### src/rtl/sc_ulpi_pkg.sv
// Shared ULPI definitions: register map, TX CMD prefixes, port modes and the
// register-control responder's state encoding.
package sc_ulpi_pkg;

    typedef enum logic [1:0] {
        tristateDrivers = 2'd0,
        hostFs          = 2'd1,
        hostChirp       = 2'd2,
        deviceHs        = 2'd3
    } usbPortMode_e;

    localparam logic [5:0] FUNC_CTRL = 6'h04;
    localparam logic [5:0] OTG_CTRL  = 6'h0A;

    localparam logic [1:0] REGWR = 2'b10;
    localparam logic [1:0] REGRD = 2'b11;

    localparam logic [7:0] OTG_HOST      = 8'h06;
    localparam logic [7:0] OTG_DEVICE    = 8'h00;
    localparam logic [7:0] FC_TRISTATE   = 8'h4D;
    localparam logic [7:0] FC_HOST_FS    = 8'h45;
    localparam logic [7:0] FC_HOST_CHIRP = 8'h50;

    typedef enum logic [3:0] {
        URC_IDLE,
        URC_WCMD,
        URC_WDATA,
        URC_WSTP,
        URC_RCMD,
        URC_RTURN,
        URC_RDATA,
        URC_RWAIT,
        URC_CHECK,
        URC_ABORT,
        URC_ACK
    } urc_state_e;

    typedef struct packed {
        logic       bad;
        logic [7:0] value;
    } fc_map_t;

    // Unsupported modes fall back to tristate drivers and are flagged.
    function automatic fc_map_t func_ctrl_byte(input usbPortMode_e mode);
        fc_map_t m;
        m.bad   = 1'b0;
        m.value = FC_TRISTATE;
        case (mode)
            tristateDrivers: m.value = FC_TRISTATE;
            hostFs:          m.value = FC_HOST_FS;
            hostChirp:       m.value = FC_HOST_CHIRP;
            default:         m.bad   = 1'b1;
        endcase
        return m;
    endfunction

endpackage

### src/rtl/sc_scbc_urc.sv
// ULPI register-control responder: turns each UPSI request into a RegWrite
// plus verifying RegRead, with retries, NXT timeout and a one-cycle ACK.
module sc_scbc_urc
    import sc_ulpi_pkg::*;
#(
    parameter int MAX_RETRY   = 3,
    parameter int NXT_TIMEOUT = 255
) (
    input  logic         ULPICLK,
    input  logic         ULPIRST,
    input  logic         UPSI_REQ,
    output logic         UPSI_ACK,
    input  logic         UPSI_TYPE,
    input  usbPortMode_e UPSI_STATE,
    input  logic         UPSI_CFG,
    output logic [7:0]   URC_DATA,
    output logic         URC_ERR,
    output logic         URC_BUSY,
    input  logic         ULPI_DIR,
    input  logic         ULPI_NXT,
    input  logic [7:0]   ULPI_DATA_I,
    output logic [7:0]   ULPI_DATA_O,
    output logic         ULPI_DATA_OE,
    output logic         ULPI_STP
);

    localparam int RETRY_W = $clog2(MAX_RETRY + 1);
    localparam int TMO_W   = $clog2(NXT_TIMEOUT + 1);
    localparam logic [TMO_W-1:0]   TMO_LAST    = TMO_W'(NXT_TIMEOUT - 1);
    localparam logic [RETRY_W-1:0] RETRY_MAX   = RETRY_W'(MAX_RETRY);
    localparam logic [RETRY_W-1:0] RETRY_FINAL = RETRY_W'(MAX_RETRY - 1);

    urc_state_e         state_reg, state_next;
    logic [RETRY_W-1:0] retry_reg, retry_next;
    logic [TMO_W-1:0]   tmo_reg, tmo_next;
    logic [5:0]         addr_reg, addr_next;
    logic [7:0]         value_reg, value_next;
    logic [7:0]         data_reg, data_next;
    logic               err_reg, err_next;

    logic               drive_oe;
    logic [7:0]         drive_data;
    logic               stp_int;
    logic               ack_int;
    logic               tmo_expired;
    fc_map_t            fc_map;

    assign tmo_expired = (tmo_reg == TMO_LAST);

    always_ff @(posedge ULPICLK) begin
        if (ULPIRST) begin
            state_reg <= URC_IDLE;
            retry_reg <= '0;
            tmo_reg   <= '0;
            addr_reg  <= '0;
            value_reg <= '0;
            data_reg  <= '0;
            err_reg   <= 1'b0;
        end else begin
            state_reg <= state_next;
            retry_reg <= retry_next;
            tmo_reg   <= tmo_next;
            addr_reg  <= addr_next;
            value_reg <= value_next;
            data_reg  <= data_next;
            err_reg   <= err_next;
        end
    end

    always_comb begin
        state_next = state_reg;
        retry_next = retry_reg;
        tmo_next   = tmo_reg;
        addr_next  = addr_reg;
        value_next = value_reg;
        data_next  = data_reg;
        err_next   = err_reg;
        drive_oe   = 1'b0;
        drive_data = 8'h00;
        stp_int    = 1'b0;
        ack_int    = 1'b0;
        fc_map     = func_ctrl_byte(UPSI_STATE);

        case (state_reg)
            URC_IDLE: begin
                if (UPSI_REQ) begin
                    retry_next = '0;
                    tmo_next   = '0;
                    state_next = URC_WCMD;
                    if (UPSI_TYPE) begin
                        addr_next  = FUNC_CTRL;
                        value_next = fc_map.value;
                        if (fc_map.bad) err_next = 1'b1;
                    end else begin
                        addr_next  = OTG_CTRL;
                        value_next = UPSI_CFG ? OTG_DEVICE : OTG_HOST;
                    end
                end
            end
            URC_WCMD, URC_WDATA, URC_RCMD: begin
                drive_oe = 1'b1;
                if (state_reg == URC_WCMD)       drive_data = {REGWR, addr_reg};
                else if (state_reg == URC_WDATA) drive_data = value_reg;
                else                             drive_data = {REGRD, addr_reg};
                // DIR rising here is an RX CMD taking the bus; a silent PHY is treated the same way.
                if (ULPI_DIR || (!ULPI_NXT && tmo_expired)) begin
                    retry_next = retry_reg + 1'b1;
                    tmo_next   = '0;
                    state_next = URC_ABORT;
                end else if (ULPI_NXT) begin
                    tmo_next = '0;
                    if (state_reg == URC_WCMD)       state_next = URC_WDATA;
                    else if (state_reg == URC_WDATA) state_next = URC_WSTP;
                    else                             state_next = URC_RTURN;
                end else begin
                    tmo_next = tmo_reg + 1'b1;
                end
            end
            URC_WSTP: begin
                drive_oe   = 1'b1;
                stp_int    = 1'b1;
                state_next = URC_RCMD;
            end
            URC_RTURN: begin
                // Bounded so a PHY that never turns the bus around cannot stall the requester.
                if (ULPI_DIR) begin
                    tmo_next   = '0;
                    state_next = URC_RDATA;
                end else if (tmo_expired) begin
                    retry_next = retry_reg + 1'b1;
                    tmo_next   = '0;
                    state_next = URC_ABORT;
                end else begin
                    tmo_next = tmo_reg + 1'b1;
                end
            end
            URC_RDATA: begin
                data_next  = ULPI_DATA_I;
                state_next = URC_RWAIT;
            end
            URC_RWAIT: begin
                if (!ULPI_DIR) state_next = URC_CHECK;
            end
            URC_CHECK: begin
                if (data_reg == value_reg) begin
                    state_next = URC_ACK;
                end else begin
                    retry_next = retry_reg + 1'b1;
                    if (retry_reg >= RETRY_FINAL) begin
                        err_next   = 1'b1;
                        state_next = URC_ACK;
                    end else begin
                        state_next = URC_WCMD;
                    end
                end
            end
            URC_ABORT: begin
                if (!ULPI_DIR) begin
                    if (retry_reg >= RETRY_MAX) begin
                        err_next   = 1'b1;
                        state_next = URC_ACK;
                    end else begin
                        state_next = URC_WCMD;
                    end
                end
            end
            URC_ACK: begin
                ack_int    = 1'b1;
                retry_next = '0;
                state_next = URC_IDLE;
            end
            default: state_next = URC_IDLE;
        endcase
    end

    assign ULPI_DATA_OE = drive_oe & ~ULPI_DIR;
    assign ULPI_DATA_O  = ULPI_DATA_OE ? drive_data : 8'h00;
    assign ULPI_STP     = stp_int;
    assign UPSI_ACK     = ack_int;
    assign URC_BUSY     = (state_reg != URC_IDLE);
    assign URC_DATA     = data_reg;
    assign URC_ERR      = err_reg;

endmodule
### config.mk
export PLATFORM = sky130hd
export DESIGN_NAME = sc_scbc_urc
export DESIGN_NICKNAME = d
export VERILOG_FILES = /design/src/rtl/sc_ulpi_pkg.sv /design/src/rtl/sc_scbc_urc.sv
export SDC_FILE = /design/constraint.sdc
export NUM_CORES = 1
export LEC_CHECK = 0
export BUFFER_PORTS_ARGS = -buffer_cell sky130_fd_sc_hd__buf_2
export CORE_MARGIN = 5
export CORE_UTILIZATION = 50
export DETAILED_ROUTE_END_ITERATION = 10
export PLACE_DENSITY = 0.73
export SYNTH_ARGS = -nofsm -noshare
export SYNTH_HDL_FRONTEND = slang
export SYNTH_SLANG_ARGS = --single-unit
### constraint.sdc
create_clock -name ULPICLK -period 2.7 [get_ports ULPICLK]
set_clock_uncertainty 0.1 [all_clocks]
set_input_delay 0.54 -clock ULPICLK [delete_from_list [all_inputs] [get_ports ULPICLK]]
set_output_delay 0.54 -clock ULPICLK [all_outputs]
set_load 0.1 [all_outputs]
; ---- Word level (Yosys, flattened, before mapping)
; Index checks and enable logic that the tools add are counted.
[op_classes]
n_addsub = 2
magnitude_cmp = 2
n_eq_ne = 27
mux = 44
bitwise_logic = 2
n_reduce_logical = 17
[op_table]
columns = cell, count
row1 = $mux W8, 10
row2 = $mux W4, 11
row3 = $pmux W4 S8, 1
row4 = $pmux W8 S3, 1
row5 = $ne A2 B2 Y1 const B, 11
row6 = $eq A4 B3 Y1 const B, 4
row7 = $eq A4 B4 Y1 const B, 3
row8 = $mux W1, 10
row9 = $mux W2, 5
row10 = $pmux W2 S5, 1
row11 = $pmux W5 S2, 1
row12 = $mux W3, 3
row13 = $add A8 B1 Y8 const B, 1
row14 = $eq A4 B2 Y1 const B, 2
row15 = $eq A8 B8 Y1, 1
row16 = $eq A8 B8 Y1 const B, 1
row17 = $reduce_and A8 Y1, 1
row18 = $ne A3 B3 Y1 const B, 2
row19 = $reduce_and A6 Y1, 1
row20 = $reduce_bool A3 Y1, 2
row21 = $reduce_or A3 Y1, 2
row22 = $reduce_and A5 Y1, 1
row23 = $reduce_bool A5 Y1, 1
row24 = $eq A4 B1 Y1 const B, 1
row25 = 15 further kinds, 17
[totals]
ff_bits = 37
output_inout_bits = 21
wordCells = 101

; ---- Depth between registers and ports, before layout
[logic_depth]
ltp_word = 6
ltp_mapped = 8
mapped_depth_nobuf = 7

; ---- Least setup slack after synthesis
; No wires, ideal clock.
[synth_timing]
kind = register to output
start = register state_reg[1]
end = output ULPI_DATA_O[6]
arrival_ns = 5.503
slack_ns = -3.443
path_stages_with_launch = 5
cell_sequence = dfxtp_1 -> buf_2 -> buf_2 -> nand3_1 -> a2111oi_0
[synth_via]
elab_chain_len = 5
word_cells_on_any_way = 12
cone_classes = eq/ne: 4 / mux: 5 / bitwise: 1 / reduce/logical: 2
[synth_lines]
columns = item, line_no
row1 = from (decl), sc_scbc_urc.sv:33  ; urc_state_e state_reg, state_next;
row2 = from (signal assigned), sc_scbc_urc.sv:60  ; state_reg <= state_next;
row3 = $eq A4 B1 Y1 (tied with other cells), "sc_scbc_urc.sv:84, sc_scbc_urc.sv:102"
row4 = $reduce_or A4 Y1 (no line) / $mux W8 (equally long branches), --
row5 = $mux W1 / $mux W8 (equally long branches), "sc_scbc_urc.sv:84, sc_scbc_urc.sv:102"
row6 = $and A1 B1 Y1 / $mux W8 (equally long branches), "sc_scbc_urc.sv:176, sc_scbc_urc.sv:84"
row7 = $mux W8 *, sc_scbc_urc.sv:177  ; assign ULPI_DATA_O = ULPI_DATA_OE ? drive_data : 8'h00;
row8 = to (decl), sc_scbc_urc.sv:22  ; output logic [7:0] ULPI_DATA_O,
; Every way passes the cells marked *; elsewhere a longest branch is shown, timed or not.

; ---- Worst setup path in the final report
[layout_timing]
start = register state_reg[2]
end = output ULPI_DATA_O[2]
; The elaborated chain is that of the path after synthesis.

==> impl_metrics.py <==
metrics = {
    "sta": {
        "min_period_ps": 2600,
        "fmax_mhz": 384,
        "slew_viol_final": 0,
        "min_period_over_period_pct": 96.3,
        "grt_setup_unrepaired": "no",
        "finalSetupViolCount": 0,
        "hold_viol": 0,
        "worstMarginPinSlew_ps": 607,
        "worst_slack_ps": 98.7,
        "slew_headroom_pct": 58.9,
    },
    "die": {
        "rows": 22,
        "die_w_um": 72.4,
        "initial_core_util_pct": 52.4,
        "ioPinCount": 38,
        "dieHeight_um": 72.4,
        "dieArea_mm2": 0.00524,
        "design.core.area_mm2": 0.00372,
    },
    "yosys": {
        "synth_area_leaders": "dfxtp_1, mux2i_1, nor2_1",
        "netlist_area_mm2": 0.00195,
        "syn_inst": 243,
        "syn-mean-instance-area_um2": 8.01,
        "ys.warnings.count": 0,
        "async_flop_share_pct": 0,
        "synth-edff-count": 0,
        "synth_top_cell_by_area": "dfxtp_1",
        "yosysTopAreaCellShare_pct": 30.9,
        "syn-num-nets": 267,
        "synth_flop_cell": "dfxtp_1",
        "ys_ff_latch": 30,
        "synth.distinct_cells": 59,
        "synth_seq_area_share_pct": 30.9,
    },
    "run": {
        "maxCapViolCount": 0,
    },
    "finish": {
        "final_cell_mix": "nor2_1, buf_2, dfxtp_1",
        "drive_gt1_share_pct": 25.1,
        "fin_util_pct": 64.0,
        "fin_nets": 302,
        "stdcell_area_mm2": 0.00238,
        "diodes": 0,
        "area_growth_pct": 22.3,
        "layout_commonest_cell": "nor2_1",
    },
    "power_and_ir_drop": {
        "powerDensity_mw_per_mm2": 766,
        "swShare_pct": 46.6,
        "p_int_mw": 0.975,
        "p_total_mw": 1.82,
        "ir_drop_uv": 455,
        "p_sw_mw": 0.849,
        "p_leak_nw": 0.971,
        "combPwrFrac_pct": 48.1,
        "seqPwrFrac_pct": 31.0,
        "clockPowerShare_pct": 21.0,
    },
    "clock_tree": {
        "clk_path_buf_depth": 2,
        "postCtsHoldBufs": 0,
        "numCtsBuffers": 5,
        "clkTransAtPathRegs_ps": 70,
        "tritoncts": "done",
        "clock-sinks": 30,
        "cts-root-buf": "clkbuf_8",
        "worst_skew_pair.late_latency_ps": 280,
        "htree_levels": 2,
    },
    "min_path": {
        "hold_path_end": "URC_ERR",
        "hp-class": "reg2reg",
        "hold_path_depth": 2,
        "hold_start": "URC_ERR",
    },
    "place": {
        "io_buffers": 36,
        "post_dp_cell_area_mm2": 0.00228,
        "gp_congestion": 0.911,
        "dp_worst_setup_slack_ps": 276,
        "hpwl_um": 3620,
    },
    "setup_path": {
        "r2r-end": "retry_reg[0]",
        "critPathLaunchType": "register",
        "crit_path_max_fanout": 9,
        "critPathCaptureType": "output port",
        "r2r_slack_ps": 540,
        "r2r_start": "tmo_reg[0]",
        "crit_chain": "or2b_1 -> a311o_1 -> nor3_4 -> buf_12",
        "critPathKind": "reg2out",
        "slowest_stage": "dfxtp_1",
        "required_ps": 2060,
        "max_stage_delay_ps": 500,
        "rr_worst_depth": 7,
        "crit_arrival_ps": 1960,
    },
    "global_routing": {
        "grt_pass1_wl_um": 8190,
        "grt_max_degree": 28,
        "gr-total-overflow": 0,
        "gr-usage-all-layers_pct": 19.5,
        "antenna_found_initial": 0,
        "first_global_vias": 1756,
    },
    "drt": {
        "post_drt_wl_per_cell_um": 14.7,
        "ant_nets": 0,
        "drc": 0,
        "dr.pass1.iters": 4,
        "via_per_inst": 5.78,
        "routed_wl_um": 4810,
        "via_count": 1890,
        "first_iter_violations": 234,
    },
    "outcome": {
        "status": "finished clean",
    },
}
-- synth_stat cells (all sizes together), types with 3 or more instances --
cell / number
a211oi: 4
a21oi: 15
a31oi: 3
and2: 3
and3: 4
buf: 8
clkbuf: 6
dfxtp: 30
ha: 7
inv: 10
mux2i: 12
nand2: 15
nand2b: 3
nand3: 7
nand4: 8
nor2: 32
nor3: 8
nor4: 3
o21ai: 11
o22ai: 3
o31ai: 4
or2: 3
or3: 3
xnor2: 5
xor2: 9
-- cell type report --
cell class | count | area (um2)
Fill cell | 338 | 1340
Multi-Input combinational cell | 189 | 1270
Sequential cell | 30 | 602
Timing Repair Buffer | 42 | 315
Clock buffer | 6 | 82.6
Tap cell | 48 | 60.1
Inverter | 10 | 37.5
Clock inverter | 2 | 12.5
-- metal layers --
layer  GRT usage, %  part of all wire [%]  vias up
met5              0                     0        -
met4           4.92                  0.83        0
met3           4.57                   6.0        5
met2           32.2                    49       56
met1           25.6                    44      888
li1               -                     -      941
-- power groups by stage --
stage / logic (mW) / clock network [mW] / registers (mW)
after floorplan: 0.699 / 0 / 0.560
after global placement: 0.864 / 0 / 0.572
after detailed placement: 0.868 / 0 / 0.571
after CTS: 0.872 / 0.390 / 0.562
after global routing: 0.946 / 0.418 / 0.575
final: 0.877 / 0.383 / 0.565
-- logic make-up after synthesis --
logic type	after synthesis	share of synthesized area, %
AND/OR/NAND/NOR	99	26.4
AO/OA/AOI/OAI	55	19.4
flip-flops	30	30.9
buffers and inverters	24	5.66
XOR/XNOR	14	6.30
multiplexers	13	6.75
adder cells (fa/ha/maj)	7	4.50
other	1	0.193
-- metrics by stage --
| step | setup TNS [ps] | cells | hold slack [ps] |
|---|---|---|---|
| after global routing | 0 | 327 | 383 |
| after floorplan | -684 | 243 | 352 |
| after detailed placement | 0 | 319 | 346 |
| final | 0 | 327 | 353 |
| after global placement | 0 | 319 | 338 |
| after CTS | 0 | 327 | 357 |
-- worst max path at each step --
stage | depth (start not counted) | from | slack, ps | endpoint
3_5_place_dp | 5 | state_reg[1] | 280 | ULPI_DATA_O[2]
5_1_grt | 4 | state_reg[2] | 1 | ULPI_DATA_O[2]
6_report | 4 | state_reg[2] | 100 | ULPI_DATA_O[2]
4_1_cts | 5 | state_reg[1] | 70 | ULPI_DATA_O[2]
2_1_floorplan | 4 | state_reg[1] | -680 | ULPI_DATA_O[6]
3_3_place_gp | 5 | state_reg[1] | 290 | ULPI_DATA_O[2]
-- critical path, delay by kind of cell (launching register included) --
family	cells	cell delay, ps
AOI/OAI and AO/OA	1	450
buffers and inverters	1	200
DFF	1	500
and+or+nand+nor	2	530
-- timing repair --
action,in CTS,in global routing
setup endpoints to repair,1,1
pin swaps,0,0
resized for setup,1,1
buffers inserted,0,0
Power figures use the tool's default switching activity.
